### src/rtl/rank_filter_pkg.sv
// Shared definitions for the 3x3 rank-order filter.
//  - rank constants and pipeline latency
//  - 9-input sorting network: 25 compare-exchanges in 7 layers, one layer per
//    register stage. Entry [layer][slot] pairs NET_LO with NET_HI. Only the
//    first NET_CNT[layer] slots of a layer are used.
//  - rank clamp and a pairing lookup used to find pass-through elements
package rank_filter_pkg;

  localparam int RANK_MIN     = 0;
  localparam int RANK_MED     = 4;
  localparam int RANK_MAX     = 8;
  localparam int RANK_LATENCY = 7;
  localparam int NET_N        = 9;
  localparam int NET_MAXP     = 4;

  localparam int NET_CNT [RANK_LATENCY] = '{4, 4, 4, 3, 4, 3, 3};

  localparam int NET_LO [RANK_LATENCY][NET_MAXP] = '{
    '{0, 1, 2, 4}, '{0, 2, 3, 5}, '{0, 1, 4, 7}, '{1, 3, 5, 0},
    '{0, 2, 3, 6}, '{2, 4, 6, 0}, '{1, 3, 5, 0}};

  localparam int NET_HI [RANK_LATENCY][NET_MAXP] = '{
    '{3, 7, 5, 8}, '{7, 4, 8, 6}, '{2, 3, 5, 8}, '{4, 6, 7, 0},
    '{1, 4, 5, 8}, '{3, 5, 7, 0}, '{2, 4, 6, 0}};

  // True when element idx takes part in a compare-exchange in this layer.
  function automatic bit net_paired(input int layer, input int idx);
    for (int s = 0; s < NET_MAXP; s++) begin
      if (s < NET_CNT[layer] && (NET_LO[layer][s] == idx || NET_HI[layer][s] == idx))
        return 1'b1;
    end
    return 1'b0;
  endfunction

  // Ranks above the maximum fall back to the median.
  function automatic logic [3:0] rank_clamp(input logic [3:0] r);
    return (r > 4'(RANK_MAX)) ? 4'(RANK_MED) : r;
  endfunction

endpackage

### src/rtl/rank_cmp_swap.sv
// Registered compare-exchange element of the sorting network.
//  clk, rst : clock, asynchronous active-high reset
//  en_i     : global pipeline enable (hold when 0)
//  a_i, b_i : unsigned operands
//  lo_o     : registered min(a_i, b_i)
//  hi_o     : registered max(a_i, b_i)
module rank_cmp_swap #(
  parameter int DATA_WIDTH = 8
) (
  input  logic                  clk,
  input  logic                  rst,
  input  logic                  en_i,
  input  logic [DATA_WIDTH-1:0] a_i,
  input  logic [DATA_WIDTH-1:0] b_i,
  output logic [DATA_WIDTH-1:0] lo_o,
  output logic [DATA_WIDTH-1:0] hi_o
);

  logic [DATA_WIDTH-1:0] lo_q, hi_q, lo_d, hi_d;

  always_comb begin
    lo_d = a_i;
    hi_d = b_i;
    if (a_i > b_i) begin
      lo_d = b_i;
      hi_d = a_i;
    end
  end

  always_ff @(posedge clk or posedge rst) begin
    if (rst) begin
      lo_q <= '0;
      hi_q <= '0;
    end else if (en_i) begin
      lo_q <= lo_d;
      hi_q <= hi_d;
    end
  end

  assign lo_o = lo_q;
  assign hi_o = hi_q;

endmodule

### src/rtl/rank_filter_3x3.sv
// 3x3 rank-order filter: PPC windows per beat, each sorted by a 7-stage
// pipelined network; the output pixel is s[rank] or the window centre when
// bypass is set. Rank/bypass are latched on the sof beat and travel with it.
//  clk, rst                 clock, asynchronous active-high reset
//  cfg_rank, cfg_bypass     requested rank (clamped) and centre bypass
//  in3x3_val/rdy/data       input windows, window p at [p*9*DW +: 9*DW]
//  in3x3_sof/eof/sol/eol    input markers
//  out_val/rdy/data         output pixels, pixel p at [p*DW +: DW]
//  out_sof/eof/sol/eol      output markers
//  frame_rank               rank of the frame currently at the output
module rank_filter_3x3 import rank_filter_pkg::*; #(
  parameter int DATA_WIDTH = 8,
  parameter int PPC        = 1
) (
  input  logic                        clk,
  input  logic                        rst,
  input  logic [3:0]                  cfg_rank,
  input  logic                        cfg_bypass,
  input  logic                        in3x3_val,
  output logic                        in3x3_rdy,
  input  logic [PPC*9*DATA_WIDTH-1:0] in3x3_data,
  input  logic                        in3x3_sof,
  input  logic                        in3x3_eof,
  input  logic                        in3x3_sol,
  input  logic                        in3x3_eol,
  output logic                        out_val,
  input  logic                        out_rdy,
  output logic [PPC*DATA_WIDTH-1:0]   out_data,
  output logic                        out_sof,
  output logic                        out_eof,
  output logic                        out_sol,
  output logic                        out_eol,
  output logic [3:0]                  frame_rank
);

  localparam int DW  = DATA_WIDTH;
  localparam int STG = RANK_LATENCY;

  logic           en, in_fire;
  logic [STG-1:0] vld_q, sof_q, eof_q, sol_q, eol_q, byp_q;
  logic [3:0]     rank_q [STG];
  logic [3:0]     frm_rank_q, frm_rank_d, frame_rank_q, frame_rank_d;
  logic           frm_byp_q, frm_byp_d;

  // net[p][0] is the raw window; net[p][l+1] is the register output of layer l.
  logic [DW-1:0]  net [PPC][STG+1][NET_N];

  assign en        = out_rdy | ~out_val;
  assign in3x3_rdy = en & ~rst;
  assign in_fire   = in3x3_val & in3x3_rdy;

  // The sof beat itself already uses the freshly sampled configuration.
  always_comb begin
    frm_rank_d = frm_rank_q;
    frm_byp_d  = frm_byp_q;
    if (in_fire && in3x3_sof) begin
      frm_rank_d = rank_clamp(cfg_rank);
      frm_byp_d  = cfg_bypass;
    end
  end

  // frame_rank loads on the same edge that presents the out_sof beat.
  always_comb begin
    frame_rank_d = frame_rank_q;
    if (en && vld_q[STG-2] && sof_q[STG-2])
      frame_rank_d = rank_q[STG-2];
  end

  // Sideband shift register: valid, markers, bypass and rank per stage.
  always_ff @(posedge clk or posedge rst) begin
    if (rst) begin
      vld_q        <= '0;
      sof_q        <= '0;
      eof_q        <= '0;
      sol_q        <= '0;
      eol_q        <= '0;
      byp_q        <= '0;
      for (int s = 0; s < STG; s++) rank_q[s] <= '0;
      frm_rank_q   <= 4'(RANK_MED);
      frm_byp_q    <= 1'b0;
      frame_rank_q <= '0;
    end else begin
      frm_rank_q   <= frm_rank_d;
      frm_byp_q    <= frm_byp_d;
      frame_rank_q <= frame_rank_d;
      if (en) begin
        vld_q     <= {vld_q[STG-2:0], in_fire};
        sof_q     <= {sof_q[STG-2:0], in_fire & in3x3_sof};
        eof_q     <= {eof_q[STG-2:0], in_fire & in3x3_eof};
        sol_q     <= {sol_q[STG-2:0], in_fire & in3x3_sol};
        eol_q     <= {eol_q[STG-2:0], in_fire & in3x3_eol};
        byp_q     <= {byp_q[STG-2:0], frm_byp_d};
        rank_q[0] <= frm_rank_d;
        for (int s = 1; s < STG; s++) rank_q[s] <= rank_q[s-1];
      end
    end
  end

  for (genvar p = 0; p < PPC; p++) begin : g_lane
    logic [DW-1:0] ctr_q [STG];

    for (genvar k = 0; k < NET_N; k++) begin : g_in
      assign net[p][0][k] = in3x3_data[p*NET_N*DW + k*DW +: DW];
    end

    for (genvar l = 0; l < STG; l++) begin : g_layer
      // Stage l boundary: compare-exchange pairs of layer l.
      for (genvar s = 0; s < NET_MAXP; s++) begin : g_cx
        if (s < NET_CNT[l]) begin : g_on
          rank_cmp_swap #(.DATA_WIDTH(DW)) u_cx (
            .clk  (clk),
            .rst  (rst),
            .en_i (en),
            .a_i  (net[p][l][NET_LO[l][s]]),
            .b_i  (net[p][l][NET_HI[l][s]]),
            .lo_o (net[p][l+1][NET_LO[l][s]]),
            .hi_o (net[p][l+1][NET_HI[l][s]])
          );
        end
      end
      // Elements idle in this layer are delayed to stay stage-aligned.
      for (genvar i = 0; i < NET_N; i++) begin : g_pass
        if (!net_paired(l, i)) begin : g_on
          logic [DW-1:0] pass_q;
          always_ff @(posedge clk or posedge rst) begin
            if (rst)     pass_q <= '0;
            else if (en) pass_q <= net[p][l][i];
          end
          assign net[p][l+1][i] = pass_q;
        end
      end
    end

    // Centre pixel for bypass rides alongside the network.
    always_ff @(posedge clk) begin
      if (en) begin
        ctr_q[0] <= net[p][0][RANK_MED];
        for (int s = 1; s < STG; s++) ctr_q[s] <= ctr_q[s-1];
      end
    end

    assign out_data[p*DW +: DW] = byp_q[STG-1] ? ctr_q[STG-1] : net[p][STG][rank_q[STG-1]];
  end

  assign out_val    = vld_q[STG-1];
  assign out_sof    = sof_q[STG-1];
  assign out_eof    = eof_q[STG-1];
  assign out_sol    = sol_q[STG-1];
  assign out_eol    = eol_q[STG-1];
  assign frame_rank = frame_rank_q;

endmodule

### config.mk
export PLATFORM = sky130hd
export DESIGN_NAME = rank_filter_3x3
export DESIGN_NICKNAME = d
export VERILOG_FILES = /design/src/rtl/rank_filter_pkg.sv /design/src/rtl/rank_cmp_swap.sv /design/src/rtl/rank_filter_3x3.sv
export SDC_FILE = /design/constraint.sdc
export NUM_CORES = 2
export LEC_CHECK = 0
export CAP_MARGIN = 25
export CORE_AREA = 4 4 276 278
export DETAILED_ROUTE_END_ITERATION = 6
export DIE_AREA = 0 0 280 282
export PLACE_DENSITY = 0.66
export SLEW_MARGIN = 5
export SYNTH_ARGS = -nofsm -noshare
export SYNTH_HDL_FRONTEND = slang
export SYNTH_SLANG_ARGS = --single-unit
### constraint.sdc
create_clock -name clk -period 55.4 [get_ports clk]
set_input_delay 11.08 -clock clk [delete_from_list [all_inputs] [get_ports clk]]
set_output_delay 11.08 -clock clk [all_outputs]
set_load 0.05 [all_outputs]
==> impl_metrics.tcl <==
set metrics [dict create \
    status "completed" \
    synth-edff-count 56 \
    port_buffers 102 \
    fp.dieW_um 280 \
    cp_data_arrival_time_ns 12.69 \
    tightest_slew_ns 1.02 \
    crit_fanout 6 \
    place_ws_ns 31.60 \
    synth-simple-area-share 0.221 \
    max_freq_ghz 0.0421 \
    fin_util 0.545 \
    wl_per_cell_um 19.9 \
    slew_violations 0 \
    synth_fp_nets 4294 \
    syn2layout_area_growth_pct 10.4 \
    ios 103 \
    core_area_mm2 0.0739 \
    final-setup-viol-count 0 \
    clock_latency_ns 0.61 \
    synthAdderAreaFrac 0.0686 \
    synth-xor-area-share 0 \
    cts_root_buf "clkbuf_16" \
    start_util 0.493 \
    ys_seq_area_frac 0.446 \
    cp_cell_sequence "clkdlybuf4s50_1 -> nor2b_4 -> nor2_1 -> clkdlybuf4s50_1" \
    grt_max_degree 222 \
    cp_slowest_cell "clkdlybuf4s50_1" \
    crit_required_ns 44.32 \
    synthTopCellsByArea "dfrtp_1 40%, and3_1 6.9%, a31oi_1 6.9%, ha_1 6.9%, nand2_1 6.5%" \
    hpwl_um 68600 \
    yosysWarnings 0 \
    powerDensity_mw_per_mm2 62.0 \
    nNetsFinal 4216 \
    first_iter_violations 2569 \
    cts_tree "yes" \
    syn_inst 4009 \
    synth_top_family_by_area "simple AND/OR/NAND/NOR gates" \
    post_cts_buffers 0 \
    path_clk_slew_ns 0.06 \
    syn_area_mm2 0.0365 \
    r2r-start "vld_q[6]" \
    routed_via_density 5.87 \
    grt_pass1_vias 27700 \
    fin_ws_ns 31.63 \
    hold_viol_final 0 \
    worst_setup_path_start_kind "primary input" \
    ir_drop_mv 0.0305 \
    critical_path_class "in -> out" \
    ctsResizeCount 0 \
    holdBufCountCts 0 \
    min_from "g_lane[0].ctr_q[3][3]" \
    critPathMostFrequentCell "clkdlybuf4s50_1" \
    period_share 0.429 \
    place_congestion 0.897 \
    grt_first_pass_wirelength_um 158000 \
    rsz0062_at_grt "false" \
    final_layout_size_suffix_gt1_frac 0.0577 \
    gr-usage-all-layers 0.247 \
    p_total_uw 2500 \
    cts_buffers 71 \
    crit_start "out_rdy" \
    vias 29100 \
    yosys.area.top_type_share 0.399 \
    ys_types 40 \
    async_flop_share 0.912 \
    syn_area_per_cell_um2 9.10 \
    synthFlopType "dfrtp_1" \
    relSlewSlack 0.318 \
    ant_nets 0 \
    synth_compound_area_frac 0.186 \
    finalCriticalPeriod_ns 23.77 \
    power.static_leakage_uw 0.0197 \
    finClkSkew_ns 0.0165 \
    setup.worst_path.end_class "primary output" \
    die_area_mm2 0.0790 \
    drc 0 \
    slowest_delay_ns 0.71 \
    antenna_found_initial 0 \
    cts.path.max_buffers 3 \
    cts.sinks 639 \
    die_y_um 282 \
    overflow 0 \
    htreeDepth 3 \
    cap_violations 0 \
    first_pass_iters 6 \
    synth_top_area_cell "dfrtp_1" \
    rows 100 \
    hold_path_class "reg -> reg" \
    ys_seq_elements 639 \
    fin_setup_tns_ns 0 \
    synth_mux_area_frac 0.0191 \
    wl_um 98500 \
]
## flip-flops by register name (all words and copies together) (netlist names)
register and cells:
g_lane.g_layer.g_cx.g_on.u_cx.hi_o 200, g_lane.g_layer.g_cx.g_on.u_cx.lo_o 200, g_lane.g_layer.g_pass.g_on.pass_q 104, g_lane.ctr_q 56, rank_q 28, byp_q 7, eof_q 7, eol_q 7
sof_q 7, sol_q 7, vld_q 7, frame_rank 4, frm_rank_q 4, frm_byp_q 1
## report_power, final
part,switching [µW],internal (µW),total [µW]
Sequential,148,660,808
Combinational,753,437,1190
Clock,193,307,500
Total,1090,1400,2500
## worst paths after layout
path / to / slack, ns / cells after the start
min in group asynchronous: g_lane[0].g_layer[6].g_pass[7].g_on.pass_q[6] / 10.86 / 2
worst min-delay path: g_lane[0].ctr_q[4][3] / 0.42 / 0
worst min register to register: g_lane[0].ctr_q[4][3] / 0.42 / 0
worst max-delay path: in3x3_rdy / 31.63 / 4
max in group asynchronous: g_lane[0].g_layer[0].g_cx[0].g_on.u_cx.lo_o[4] / 42.51 / 4
worst max register to register: g_lane[0].g_layer[0].g_cx[2].g_on.u_cx.lo_o[0] / 50.68 / 11
## per-stage QoR
step	std cells	area (µm²)	hold WS, ns
floorplan	4009	36500	0.400
global placement	4808	37600	0.402
detailed placement	4824	37700	0.405
CTS	4950	40200	0.418
global route	4953	40300	0.424
finish	4955	40300	0.417
## synth_stat cells (3+ instances only)
cell type and instances:
a211o_1 50, a21boi_1 25, a21o_1 27, a21oi_2 25
a22o_1 3, a31oi_1 400, and2_1 289, and3_1 401
and4_1 25, buf_1 13, buf_2 56, buf_6 27
clkbuf_1 208, dfrtp_1 582, edfxtp_1 56, ha_1 200
inv_1 201, mux2_2 12, mux2_4 8, mux2i_1 8
mux4_2 16, nand2_1 634, nand4_1 25, nor2_1 139
nor2b_1 27, o21a_1 50, o21ai_0 216, o21ai_1 50
o31ai_1 201, or3b_1 25
## placed cells by master (no fill, tap or decap), drive strengths merged, types with 139 or more instances in the layout
master,netlist,layout
and2,290,290
a31oi,400,400
ha,200,200
dfrtp,582,582
nand2,634,634
nor2,139,139
o21ai,266,266
o31ai,201,201
and3,402,402
inv,202,205
## critical path, delay by kind of cell
kind,cells,cell delay [ns]
buffers and inverters,2,1.15
AND/OR/NAND/NOR,2,0.45
## per-layer routing
layer / wire, µm / share of wire / track usage / vias up
li1: - / - / - / 14200
met1: 44400 / 0.45 / 0.344 / 14000
met2: 45100 / 0.46 / 0.390 / 778
met3: 4200 / 0.043 / 0.0283 / 184
met4: 4830 / 0.049 / 0.114 / 0
met5: 0 / 0 / 0 / -
## area by class of cell
cell class	count	area, µm²
clock inverters	31	460
inverters	202	773
repair buffers	154	1510
multi-input cells	2863	18000
fillers	6603	33700
clock buffers	95	2010
well taps	969	1210
flip-flops and latches	639	16300
diodes	2	5.00
## cells by family after synthesis
logic type                 count (synthesis)
and+or+nand+nor                         1572
AOI/OAI and AO/OA                       1047
DFF                                      639
buffers and inverters                    507
adders and majority gates                200
muxes                                     44
Power figures use the tool's default switching activity.
